## src/rtl/i2c_pkg.sv

```systemverilog
`default_nettype none
// ============================================================================
// Module      : i2c_pkg
// Description : State encoding and bit-timing constants shared by the
//               single-byte I2C master and the slave_sda_generate responder.
// Revision    : 1.0 - initial release
// ============================================================================
package i2c_pkg;

  // Bus-level protocol phases; each non-idle state spans whole SCL bits
  typedef enum logic [3:0] {
    IDLE  = 4'd0,
    START = 4'd1,
    ADDR  = 4'd2,
    AACK  = 4'd3,
    WDATA = 4'd4,
    WACK  = 4'd5,
    RDATA = 4'd6,
    MNACK = 4'd7,
    STOP  = 4'd8
  } i2c_state_e;

  // Quarter positions inside one SCL bit
  localparam logic [1:0] Q0 = 2'd0;
  localparam logic [1:0] Q1 = 2'd1;
  localparam logic [1:0] Q2 = 2'd2;
  localparam logic [1:0] Q3 = 2'd3;

  localparam int BITS_PER_BYTE = 8;

endpackage
`default_nettype wire

```

## src/rtl/i2c_qtr_gen.sv

```systemverilog
`default_nettype none
// ============================================================================
// Module      : i2c_qtr_gen
// Description : Divides clk into SCL quarter periods. Emits a one-cycle tick
//               on the last clk of each quarter plus the current quarter
//               index. A restart strobe realigns both counters so quarter 0
//               begins on the following cycle.
// Revision    : 1.0 - initial release
// ============================================================================
module i2c_qtr_gen #(
  parameter int CLK_DIV = 4
) (
  input  logic       clk,
  input  logic       reset,
  input  logic       restart_i,
  output logic       tick_o,
  output logic [1:0] q_o
);

  localparam logic [9:0] LAST_CNT = 10'(CLK_DIV - 1);

  logic [9:0] cnt_q;
  logic [1:0] q_q;

  assign tick_o = (cnt_q == LAST_CNT);
  assign q_o    = q_q;

  // Quarter-period prescaler with a wrapping 2-bit quarter index
  always_ff @(posedge clk or posedge reset) begin
    if (reset) begin
      cnt_q <= '0;
      q_q   <= 2'd0;
    end else if (restart_i) begin
      cnt_q <= '0;
      q_q   <= 2'd0;
    end else if (tick_o) begin
      cnt_q <= '0;
      q_q   <= q_q + 2'd1;
    end else begin
      cnt_q <= cnt_q + 10'd1;
    end
  end

endmodule
`default_nettype wire

```

## src/rtl/i2c_master_ctrl.sv

```systemverilog
`default_nettype none
// ============================================================================
// Module      : i2c_master_ctrl
// Description : Single-byte I2C master. Generates START, 7-bit address + R/W,
//               one data byte (write or read) and STOP on an open-drain SDA.
//               All bus and host outputs are registered; they are computed
//               for the quarter that begins at the same clock edge.
// Revision    : 1.0 - initial release
// ============================================================================
module i2c_master_ctrl
  import i2c_pkg::*;
#(
  parameter int CLK_DIV = 4
) (
  input  logic       clk,
  input  logic       reset,
  input  logic       start,
  input  logic [6:0] addr,
  input  logic       rw,
  input  logic [7:0] wr_data,
  output logic       scl,
  output logic       sda_oe,
  input  logic       sda_i,
  output logic       busy,
  output logic       done,
  output logic       ack_err,
  output logic [7:0] rd_data
);

  localparam logic [2:0] LAST_BIT = 3'(BITS_PER_BYTE - 1);

  i2c_state_e state_q, state_d;
  logic [2:0] bitcnt_q, bitcnt_d;
  logic [7:0] shreg_q, shreg_d;
  logic [7:0] wdat_q, wdat_d;
  logic       rw_q, rw_d;
  logic       ack_smp_q, ack_smp_d;
  logic       nack_q, nack_d;
  logic       ack_err_q, ack_err_d;
  logic [7:0] rd_data_q, rd_data_d;
  logic       scl_q, scl_d;
  logic       sda_oe_q, sda_oe_d;
  logic       busy_q, busy_d;
  logic       done_q, done_d;

  logic       tick_w;
  logic [1:0] q_w;
  logic [1:0] qn_w;
  logic       accept_w;

  // A start arriving on the done cycle is deliberately refused
  assign accept_w = start && (state_q == IDLE) && !done_q;
  assign qn_w     = q_w + 2'd1;

  i2c_qtr_gen #(
    .CLK_DIV (CLK_DIV)
  ) u_qtr_gen (
    .clk       (clk),
    .reset     (reset),
    .restart_i (accept_w),
    .tick_o    (tick_w),
    .q_o       (q_w)
  );

  // Next-state and next-output computation, evaluated on quarter ticks
  always_comb begin
    state_d   = state_q;
    bitcnt_d  = bitcnt_q;
    shreg_d   = shreg_q;
    wdat_d    = wdat_q;
    rw_d      = rw_q;
    ack_smp_d = ack_smp_q;
    nack_d    = nack_q;
    ack_err_d = ack_err_q;
    rd_data_d = rd_data_q;
    scl_d     = scl_q;
    sda_oe_d  = sda_oe_q;
    busy_d    = busy_q;
    done_d    = 1'b0;

    if (accept_w) begin
      state_d   = START;
      shreg_d   = {addr, rw};
      wdat_d    = wr_data;
      rw_d      = rw;
      bitcnt_d  = 3'd0;
      ack_smp_d = 1'b0;
      nack_d    = 1'b0;
      ack_err_d = 1'b0;
      busy_d    = 1'b1;
      scl_d     = 1'b1;
      sda_oe_d  = 1'b0;
    end else if (tick_w && (state_q != IDLE)) begin
      // Sample SDA on the last clk of the SCL-high first half
      if (q_w == Q2) begin
        if ((state_q == AACK) || (state_q == WACK)) begin
          ack_smp_d = sda_i;
        end
        if (state_q == RDATA) begin
          rd_data_d = {rd_data_q[6:0], sda_i};
        end
      end

      if (q_w != Q3) begin
        // Within a bit: only SCL moves, except the START/STOP SDA edges
        case (state_q)
          START: begin
            scl_d    = 1'b1;
            sda_oe_d = 1'b1;
          end
          STOP: begin
            scl_d    = 1'b1;
            sda_oe_d = (qn_w == Q1);
          end
          default: scl_d = qn_w[1];
        endcase
      end else begin
        // Bit boundary: choose the next bit and drive its SDA in q0
        scl_d = 1'b0;
        case (state_q)
          START: begin
            state_d  = ADDR;
            bitcnt_d = 3'd0;
            sda_oe_d = ~shreg_q[7];
          end
          ADDR: begin
            if (bitcnt_q == LAST_BIT) begin
              state_d  = AACK;
              sda_oe_d = 1'b0;
            end else begin
              bitcnt_d = bitcnt_q + 3'd1;
              shreg_d  = {shreg_q[6:0], 1'b0};
              sda_oe_d = ~shreg_q[6];
            end
          end
          AACK: begin
            bitcnt_d = 3'd0;
            if (ack_smp_q) begin
              nack_d   = 1'b1;
              state_d  = STOP;
              sda_oe_d = 1'b1;
            end else if (!rw_q) begin
              state_d  = WDATA;
              shreg_d  = wdat_q;
              sda_oe_d = ~wdat_q[7];
            end else begin
              state_d  = RDATA;
              sda_oe_d = 1'b0;
            end
          end
          WDATA: begin
            if (bitcnt_q == LAST_BIT) begin
              state_d  = WACK;
              sda_oe_d = 1'b0;
            end else begin
              bitcnt_d = bitcnt_q + 3'd1;
              shreg_d  = {shreg_q[6:0], 1'b0};
              sda_oe_d = ~shreg_q[6];
            end
          end
          WACK: begin
            nack_d   = nack_q | ack_smp_q;
            state_d  = STOP;
            sda_oe_d = 1'b1;
          end
          RDATA: begin
            sda_oe_d = 1'b0;
            if (bitcnt_q == LAST_BIT) begin
              state_d = MNACK;
            end else begin
              bitcnt_d = bitcnt_q + 3'd1;
            end
          end
          MNACK: begin
            state_d  = STOP;
            sda_oe_d = 1'b1;
          end
          STOP: begin
            state_d   = IDLE;
            scl_d     = 1'b1;
            sda_oe_d  = 1'b0;
            busy_d    = 1'b0;
            done_d    = 1'b1;
            ack_err_d = nack_q;
          end
          default: begin
            state_d  = IDLE;
            scl_d    = 1'b1;
            sda_oe_d = 1'b0;
            busy_d   = 1'b0;
          end
        endcase
      end
    end
  end

  // State and registered outputs; reset releases the bus without a STOP
  always_ff @(posedge clk or posedge reset) begin
    if (reset) begin
      state_q   <= IDLE;
      bitcnt_q  <= 3'd0;
      shreg_q   <= 8'd0;
      wdat_q    <= 8'd0;
      rw_q      <= 1'b0;
      ack_smp_q <= 1'b0;
      nack_q    <= 1'b0;
      ack_err_q <= 1'b0;
      rd_data_q <= 8'd0;
      scl_q     <= 1'b1;
      sda_oe_q  <= 1'b0;
      busy_q    <= 1'b0;
      done_q    <= 1'b0;
    end else begin
      state_q   <= state_d;
      bitcnt_q  <= bitcnt_d;
      shreg_q   <= shreg_d;
      wdat_q    <= wdat_d;
      rw_q      <= rw_d;
      ack_smp_q <= ack_smp_d;
      nack_q    <= nack_d;
      ack_err_q <= ack_err_d;
      rd_data_q <= rd_data_d;
      scl_q     <= scl_d;
      sda_oe_q  <= sda_oe_d;
      busy_q    <= busy_d;
      done_q    <= done_d;
    end
  end

  assign scl     = scl_q;
  assign sda_oe  = sda_oe_q;
  assign busy    = busy_q;
  assign done    = done_q;
  assign ack_err = ack_err_q;
  assign rd_data = rd_data_q;

endmodule
`default_nettype wire

```

## config.mk

```make
export PLATFORM = sky130hd
export DESIGN_NAME = i2c_master_ctrl
export DESIGN_NICKNAME = d
export VERILOG_FILES = /design/src/rtl/i2c_pkg.sv /design/src/rtl/i2c_qtr_gen.sv /design/src/rtl/i2c_master_ctrl.sv
export SDC_FILE = /design/constraint.sdc
export NUM_CORES = 1
export LEC_CHECK = 0
export BUFFER_PORTS_ARGS = -buffer_cell sky130_fd_sc_hd__buf_2
export CAP_MARGIN = 10
export CORE_ASPECT_RATIO = 1.1
export CORE_MARGIN = 8
export CORE_UTILIZATION = 52
export DETAILED_ROUTE_END_ITERATION = 8
export HOLD_SLACK_MARGIN = 0.06
export PLACE_DENSITY = 0.77
export SYNTH_ARGS = -nofsm -noshare
export SYNTH_HDL_FRONTEND = slang
export SYNTH_SLANG_ARGS = --single-unit
```

## constraint.sdc

```tcl
create_clock -name clk -period 1.9 [get_ports clk]
set_input_delay 0.19 -clock clk [delete_from_list [all_inputs] [get_ports clk]]
set_output_delay 0.19 -clock clk [all_outputs]
set_load 0.1 [all_outputs]
```

==> out/metrics.csv, run 1 <==
metric,value,unit
crit path max-delay cell type,dfrtp_1,
Critical Setup Path Class,reg2reg,
max_cap viols,0,
Synth Flop Type,dfrtp_1,
I/O Buffers,32,
Pre-antenna DRT Iters,4,
routability cong.,0.917,
layout cells sized above 1,0.333,
Leak Pwr,1.64,nW
critical path required time,2.10,ns
net count after synthesis,296,
cts bufs inserted,5,
Startpoint Class,flop,
vias in the first global route,2344,
Most Frequent Cell on Critical Path,ha_1,
Slew Limit Headroom,0.619,
H-Tree Depth,2,
Storage cell area,1280,µm²
drt wl/cell,16.8,µm
"Clk pin slew, worst setup/hold paths",0.10,ns
Worst setup EP type,flop,
worst vdd ir,1.04,mV
Die Width,84.7,µm
setup ws final,0.0339,ns
"antenna viol nets, final",0,
hold_ws,0.0679,ns
power per cell area,1290,nW/µm²
Slew Limit Fails,0,
core footprint,5000,µm²
# setup viols final,0,
syn avg cell area,10.0,µm²
Max Clock Skew,0.00861,ns
"critical path, cell by cell",ha_1 -> ha_1 -> buf_4 -> nor4_1 -> nor3_2 -> mux2_2,
Tightest Hold Check Type,in2reg,
root buf cell,clkbuf_8,
first-pass GRT wire length,11100,µm
Clock Tree Buf Depth,2,
number of remaining DRC errors,0,
largest net degree at the start of global routing,27,
num rows,27,
period utilization,0.982,
max incr delay on CP,0.42,ns
Die H,91.6,µm
initial antenna violation count,0,
Ys Warns,0,
HPWL after detailed placement,4740,µm
Tot GR Track Use,0.175,
DR vias/cell,5.81,
ANT cells,0,
setup TNS,0,ns
final WL,6570,µm
"EDFF count, synth",0,
post-synthesis sequential area ratio,0.473,
area of the multi-input gates,1380,µm²
status,"finished, final reports clean",
post-layout net count,358,
r2r setup slk,0.03,ns
total grt overflow,0,
final hold vios,0,
CTS tree,built,
post-synthesis cell type count,48,
Ports,33,
RSZ-0062 raised after global routing,yes,
"CP delay by family, top",simple AND/OR/NAND/NOR gates,
CP bufs+invs,1,
Worst-Skew Late Latency,0.31,ns
Crit Path Max Fanout,4,
worst slack at placement,0.0186,ns
Fmax achieved,0.536,GHz
Fill cells,379,
area delta synth->final,23.9,%
Slew @ Worst Pin,0.567,ns
Synth Instances,270,
die area,7750,µm²
via count,2272,
ys async rst share,1.00,
post-layout minimum cycle time,1.87,ns
Initial Util,0.540,
"Cell Area, Synth",2700,µm²
DR iter-0 viols,223,
"FF+latch count, synth",51,
CTS Sinks,51,
"Arr. time, crit path",2.06,ns
## layer usage
layer	share of wire	vias to the layer above	track usage	routed length, µm
met5	0	-	0	0
met4	0.023	0	0.0728	154
met3	0.035	12	0.0315	233
met2	0.51	58	0.295	3320
met1	0.44	1118	0.214	2860
li1	-	1084	-	-
## flip-flops by register name, indices dropped and copies added (netlist names), 2 cells and up
signal           count
bitcnt_q             3
wdat_q               8
state_q              4
u_qtr_gen.q_o        2
shreg_q              8
u_qtr_gen.cnt_q     10
rd_data              8
## cell usage after synthesis, types with 5 or more instances
library cell   n  area share
mux2i_1       12       0.045
mux2_2        11       0.046
o21ai_0        5      0.0093
nor3_1         8       0.015
and3_1         5       0.012
nand2_1       37       0.051
xnor2_1        5       0.016
nand3_1        8       0.015
xor2_1         8       0.026
nor2_1        18       0.025
buf_2          6       0.011
a211oi_1      17       0.047
dfrtp_1       50        0.46
ha_1           6       0.028
o22ai_1        9       0.021
inv_1         10       0.014
## cells in the final DEF (no fill, tap or decap), types with 9 or more instances in the layout
master	count
a211oi_1	15
buf_2	32
buf_4	34
dfrtp_1	50
inv_1	9
mux2_2	11
mux2i_1	12
nand2_1	37
nor2_1	18
## worst min-delay path: stages
cell	delay (ns)
buf_2	0.07
nand2_1	0.04
nand2_1	0.04
## cell families (layout without fill, tap and decap cells)
group	count (synthesis)	in the layout	share of synthesized area
simple gates	104	104	0.196
flops	51	51	0.473
compound gates	48	48	0.123
buf+inv	25	88	0.0473
mux	23	23	0.0904
xor+xnor	13	13	0.0422
fa+ha+maj	6	6	0.0278
## stage by stage
stage / power (W) / utilization / instance area [µm²] / cells
detailed placement: 0.00344 / 0.627 / 3140 / 381
global placement: 0.00337 / 0.627 / 3140 / 381
floorplan: 0.00290 / - / 2710 / 270
finish: 0.00431 / 0.669 / 3340 / 391
CTS: 0.00422 / 0.654 / 3270 / 390
global route: 0.00458 / 0.669 / 3340 / 391
## power breakdown
group / internal, W / switching (W) / leakage (nW)
combinational: 0.000782 / 0.00102 / 0.934
clock: 0.000393 / 0.000369 / 0.0581
sequential: 0.00144 / 0.000301 / 0.649
total: 0.00262 / 0.00169 / 1.64
## area by class of cell
cell class | count | area share
clock inverter | 3 | 0.0131
inverter | 10 | 0.0112
timing repair buffer | 70 | 0.140
multi-input combinational | 194 | 0.411
clock buffer | 5 | 0.0206
tap | 58 | 0.0217
sequential | 51 | 0.382
## path summary, 6_finish.rpt
kind                                                   start                           end  cells past startpoint
worst max-delay path                 bitcnt_q[0]$_DFFE_PP0P_        state_q[2]$_DFFE_PP0P_                      6
worst min-delay path                              wr_data[5]         wdat_q[5]$_DFFE_PP0P_                      3
worst max register to register       bitcnt_q[0]$_DFFE_PP0P_        state_q[2]$_DFFE_PP0P_                      6
worst min register to register  u_qtr_gen.cnt_q[0]$_DFF_PP0_  u_qtr_gen.cnt_q[0]$_DFF_PP0_                      1
max in group asynchronous                              reset        shreg_q[7]$_DFFE_PP0P_                      4
min in group asynchronous                              reset        shreg_q[2]$_DFFE_PP0P_                      3
## what timing repair did
item                       in CTS  in global routing
resized for setup               2                 14
pin swaps                       1                  3
hold buffers                    1                  0
setup buffers                   0                  1
setup endpoints to repair       2                 23
hold endpoints to repair       23                  0
(Power assumes the default switching activity.)
==> run 2, diff against run 1 <==
Settings changed: ABC_AREA set to 1, CORE_UTILIZATION 52 to 55, PLACE_DENSITY 0.77 to 0.78.
Clock period 1.9 ns to 2.3 ns, I/O delays scaled along.
==> out/metrics.csv, run 2 <==
metric,value,unit,change
synth cell count leaders,"nand2_1, dfrtp_1, nand3_1",,
Synth Instances,373,,+38%
largest register by flop count,u_qtr_gen.cnt_q,,
routability cong.,0.984,,+7.3%
RSZ-0062 raised after global routing,no,,
top-area cell type share of the netlist area,0.438,,-0.0254
H-Tree Depth,2,,unchanged
Fmax achieved,0.523,GHz,-2.4%
Initial Util,0.571,,+0.0313
status,"finished, final reports clean",,
Post-CTS Setup Repair Bufs,0,,unchanged
area delta synth->final,10.4,%,
Crit Path Max Fanout,24,,+20
max reg flops,10,,unchanged
Slew Limit Headroom,0.674,,+0.0558
Final Power,0.00378,W,-12%
CP bufs+invs,1,,unchanged
setup TNS,0,ns,unchanged
critical path required time,2.54,ns,+0.44 ns
cts bufs inserted,5,,unchanged
"critical path, cell by cell",nor2_2 -> nand3_4 -> inv_2 -> nand2_1 -> o21ai_0 -> nand3_1 -> nand2_1,,
Slew Limit Fails,0,,unchanged
Post-DP Area,3060,µm²,-2.6%
cts hold-fix bufs,1,,unchanged
final WL,6070,µm,-7.6%
drt wl/cell,13.0,µm,-22%
HPWL after detailed placement,4610,µm,-2.7%
"most common cell after layout, fill and taps aside",nand2_1,,
Tot GR Track Use,0.170,,-0.00517
via count,2479,,+9.1%
layout cells sized above 1,0.162,,-0.172
number of remaining DRC errors,0,,unchanged
syn avg cell area,7.65,µm²,-23%
Leak Pwr,1.69,nW,+2.9%
post-layout minimum cycle time,1.91,ns,+0.0460 ns
"EDFF count, synth",0,,unchanged
period utilization,0.831,,-0.151
"CP delay by family, top",simple AND/OR/NAND/NOR gates,,
# setup viols final,0,,unchanged
ys async rst share,1.00,,unchanged
"FF+latch count, synth",51,,unchanged
Final Instance Count excl. Fillers,466,,+19%
CTS Sinks,51,,unchanged
Max Clock Skew,0.00773,ns,-0.000882 ns
initial antenna violation count,0,,unchanged
first-pass GRT wire length,11000,µm,-0.81%
Die H,91.6,µm,about the same
ANT cells,0,,unchanged
max_cap viols,0,,unchanged
Fill cells,447,,+18%
I/O Buffers,32,,unchanged
"Clk pin slew, worst setup/hold paths",0.09,ns,about the same
post-layout net count,434,,+21%
DR vias/cell,5.32,,-8.4%
DR iter-0 viols,196,,-12%
Clock Tree Buf Depth,2,,unchanged
Worst setup EP type,flop,,
"Cell Area, Synth",2860,µm²,+5.8%
"commonest cells after routing, fill and taps aside","nand2_1, dfrtp_1, nand3_1",,
most numerous cell in the Yosys netlist,nand2_1,,
Slew @ Worst Pin,0.492,ns,-0.0752 ns
Worst-Skew Late Latency,0.30,ns,about the same
Startpoint Class,flop,,
worst vdd ir,0.475,mV,-55%
Synth Flop Type,dfrtp_1,,
Tightest Hold Check Type,in2reg,,
vias in the first global route,2517,,+7.4%
die area,7760,µm²,about the same
top post-synthesis cells by area,"dfrtp_1, nand2_1, nand3_1, inv_1, o21ai_0",,
Critical Setup Path Class,reg2reg,,
largest area contributor in the netlist,dfrtp_1,,
Die Width,84.7,µm,about the same
Pre-antenna DRT Iters,4,,unchanged
max incr delay on CP,0.52,ns,+0.10 ns
post-synthesis cell type count,32,,-33%
Ports,33,,unchanged
Most Frequent Cell on Critical Path,nand2_1,,
CTS tree,built,,
num rows,27,,unchanged
root buf cell,clkbuf_8,,
final hold vios,0,,unchanged
Ys Warns,0,,unchanged
core footprint,5000,µm²,unchanged
# resized after CTS,0,,-2
largest net degree at the start of global routing,25,,-7.4%
net count after synthesis,399,,+35%
"Arr. time, crit path",2.16,ns,+0.10 ns
"Design Area, Final",3150,µm²,-5.7%
"antenna viol nets, final",0,,unchanged
power per cell area,1200,nW/µm²,-6.9%
crit path max-delay cell type,dfrtp_1,,
dpl cells,458,,+20%
total grt overflow,0,,unchanged
post-synthesis sequential area ratio,0.447,,-0.0259
[run 2: metal layers]
metal  global-route usage  up-vias  wire [µm]
met1                0.206     1158       2790
met3               0.0441        6        337
met5                    0        -          0
met2                0.284       56       2880
li1                     -     1259          -
met4               0.0565        0         60
[run 2: layout make-up]
type	instances	area [µm²]	area share
tap	58	72.6	0.0230
sequential	51	1280	0.405
inverter	41	154	0.0488
multi-input combinational	272	1360	0.432
clock inverter	1	5.00	0.00159
clock buffer	6	82.6	0.0262
timing repair buffer	37	200	0.0635
[run 2: cell families after synthesis]
logic type               after synthesis  synth area share
flip-flops                            51             0.447
AO/OA/AOI/OAI                         34            0.0679
adder cells (fa/ha/maj)                6            0.0263
AND/OR/NAND/NOR                      229             0.373
buffers and inverters                 50            0.0758
XOR/XNOR                               3           0.00920
[run 2: report_power, final]
| part | switching [W] | internal, W | total (W) |
|---|---|---|---|
| clock | 0.000278 | 0.000237 | 0.000515 |
| sequential | 0.000197 | 0.00116 | 0.00135 |
| combinational | 0.00133 | 0.000586 | 0.00191 |
[run 2: worst paths after layout]
path | startpoint | to | slack, ns | cells after the start
setup / recovery | state_q[1]$_DFFE_PP0P_ | shreg_q[0]$_DFFE_PP0P_ | 0.39 | 7
hold / removal | wr_data[0] | wdat_q[0]$_DFFE_PP0P_ | 0.13 | 3
setup reg to reg | state_q[1]$_DFFE_PP0P_ | shreg_q[0]$_DFFE_PP0P_ | 0.39 | 7
hold reg to reg | u_qtr_gen.cnt_q[0]$_DFF_PP0_ | u_qtr_gen.cnt_q[0]$_DFF_PP0_ | 0.47 | 1
max in group asynchronous | reset | ack_smp_q$_DFFE_PP0P_ | 1.28 | 4
min in group asynchronous | reset | rd_data[0]$_DFFE_PP0P_ | 0.44 | 3
[run 2: through the flow]
stage | setup WS (ns) | hold WS (ns) | util
final | 0.388 | 0.130 | 0.631
after global routing | 0.259 | 0.139 | 0.631
after CTS | 0.385 | 0.123 | 0.631
after global placement | 0.455 | 0.204 | 0.611
after floorplan | 0.477 | 0.340 | -
after detailed placement | 0.394 | 0.206 | 0.611
[run 2: worst register-to-register path, stage by stage (launching register included)]
cell and delay (ns):
dfrtp_1 0.52, nor2_2 0.33, nand3_4 0.22, inv_2 0.36, nand2_1 0.14, o21ai_0 0.11, nand3_1 0.09, nand2_1 0.08
==> run 3, diff against run 2 <==
Clock period 2.3 ns to 1.8 ns, I/O delays scaled along.
==> out/metrics.csv, run 3 (synthesized netlist as in run 2, its figures left out) <==
metric,value,unit,change
status,"finished, final reports clean",,
number of remaining DRC errors,0,,unchanged
first-pass GRT wire length,11000,µm,unchanged
Worst-Skew Late Latency,0.31,ns,about the same
cts bufs inserted,5,,unchanged
I/O Buffers,32,,unchanged
CTS tree,built,,
period utilization,0.931,,+0.0998
Clock Tree Buf Depth,2,,unchanged
r2r setup slk,0.12,ns,-0.26 ns
ANT cells,0,,unchanged
Fmax achieved,0.597,GHz,+14%
Tightest Hold Check Type,in2reg,,
num rows,27,,unchanged
"commonest cells after routing, fill and taps aside","nand2_1, dfrtp_1, nand3_1",,
Leak Pwr,1.74,nW,+3.0%
total grt overflow,0,,unchanged
Critical Setup Path Class,reg2reg,,
largest register by flop count,u_qtr_gen.cnt_q,,
final WL,6320,µm,+4.2%
CP bufs+invs,2,,+1
Crit Path Max Fanout,12,,-50%
"CP delay by family, top",simple AND/OR/NAND/NOR gates,,
Die H,91.6,µm,unchanged
Ports,33,,unchanged
max_cap viols,0,,unchanged
Reg2Reg Launch Point,state_q[3]$_DFFE_PP0P_,,
via count,2511,,+1.3%
DR iter-0 viols,175,,-11%
"critical path, cell by cell",buf_4 -> nor2_4 -> nand2_4 -> nand2_4 -> nand2_1 -> nand2_1 -> inv_1 -> nand3_4 -> nand2_1 -> nand2_1,,
Worst Min Path Start,wr_data[0],,
Die Width,84.7,µm,unchanged
Worst Setup SP,state_q[3]$_DFFE_PP0P_,,
hold_ws,0.0696,ns,-0.0599 ns
Slew Limit Headroom,0.673,,-0.00146
largest net degree at the start of global routing,23,,-8.0%
max incr delay on CP,0.42,ns,-0.10 ns
Max Clock Skew,0.00634,ns,-0.00140 ns
HPWL after detailed placement,4690,µm,+1.6%
Hold EP,wdat_q[0]$_DFFE_PP0P_,,
layout cells sized above 1,0.189,,+0.0268
"most common cell after layout, fill and taps aside",nand2_1,,
Tot GR Track Use,0.171,,+0.00170
power per cell area,1550,nW/µm²,+30%
Pre-antenna DRT Iters,4,,unchanged
Initial Util,0.571,,unchanged
core footprint,5000,µm²,unchanged
DR vias/cell,5.26,,-1.0%
Final Power,0.00506,W,+34%
final hold vios,0,,unchanged
worst hold path cell count,3,,unchanged
Reg2Reg Depth,10,,+3
root buf cell,clkbuf_8,,
worst vdd ir,0.688,mV,+45%
area delta synth->final,14.1,%,
Slew @ Worst Pin,0.494,ns,+0.00220 ns
routability cong.,0.883,,-10%
RSZ-0062 raised after global routing,yes,,
max reg flops,10,,unchanged
Reg2Reg Capture Point,shreg_q[7]$_DFFE_PP0P_,,
die area,7760,µm²,unchanged
Most Frequent Cell on Critical Path,nand2_1,,
critical path required time,2.04,ns,-0.50 ns
CTS Sinks,51,,unchanged
crit path max-delay cell type,dfrtp_1,,
# setup viols final,0,,unchanged
"Clk pin slew, worst setup/hold paths",0.09,ns,about the same
post-layout net count,444,,+2.3%
"antenna viol nets, final",0,,unchanged
Worst path depth,10,,+3
setup TNS,0,ns,unchanged
Worst setup EP type,flop,,
initial antenna violation count,0,,unchanged
H-Tree Depth,2,,unchanged
Fill cells,453,,+1.3%
Startpoint Class,flop,,
vias in the first global route,2426,,-3.6%
"Arr. time, crit path",1.92,ns,-0.24 ns
post-layout minimum cycle time,1.68,ns,-0.236 ns
drt wl/cell,13.2,µm,+1.8%
Slew Limit Fails,0,,unchanged
==> run 3: changes by cell type in the layout (fill, tap and decap cells not counted), sizes merged <==
cell | before | now
clkinvlp | 0 | 1
buf | 36 | 46
==> run 3: metal layers <==
metal,vias up,share of wire,GRT usage
met3,13,0.055,0.0423
met5,-,0,0
met2,73,0.47,0.273
li1,1284,-,-
met4,0,0.019,0.0728
met1,1141,0.46,0.215
==> run 3: where the power goes <==
part           leakage, nW  switching (W)  internal, W  total (W)
clock               0.0412       0.000380     0.000273   0.000653
sequential           0.660       0.000206      0.00148    0.00168
combinational         1.04        0.00181     0.000915    0.00272
total                 1.74        0.00239      0.00266    0.00506
==> run 3: worst max-delay path by stage <==
stage / to / slack, ns
final: shreg_q[7]$_DFFE_PP0P_ / 0.12
after global routing: shreg_q[7]$_DFFE_PP0P_ / 0.002
after CTS: shreg_q[7]$_DFFE_PP0P_ / 0.05
after detailed placement: shreg_q[1]$_DFFE_PP0P_ / 0.007
after global placement: shreg_q[4]$_DFFE_PP0P_ / 0.07
after floorplan: sda_oe$_DFFE_PP0P_ / 0.23
==> run 3: repair_timing <==
action	in CTS	in global routing
pin swaps	0	1
hold endpoints to repair	16	0
setup endpoints to repair	8	23
buffers inserted	0	2
hold buffers	1	0
gates resized for setup	1	3
gates cloned	0	0
==> run 3: cell type report <==
class / count / area [µm²] / area share
clock buffers: 6 / 72.6 / 0.0223
clock inverters: 2 / 12.5 / 0.00384
inverters: 41 / 154 / 0.0473
multi-input cells: 272 / 1380 / 0.423
flip-flops and latches: 51 / 1280 / 0.393
well taps: 58 / 72.6 / 0.0223
repair buffers: 47 / 288 / 0.0884
==> run 3: through the flow <==
stage	cells	instance area [µm²]	util	setup slack (ns)
5_1_grt	477	3260	0.651	0.00247
6_report	477	3260	0.651	0.124
4_1_cts	475	3230	0.646	0.0455
3_5_place_dp	466	3130	0.626	0.00734
2_1_floorplan	373	2860	-	0.229
3_3_place_gp	466	3130	0.626	0.0749
==> run 3: worst min-delay path, delay by kind of cell <==
kind                   cells  cell delay [ns]
buffers and inverters      1             0.08
AND/OR/NAND/NOR            2             0.08
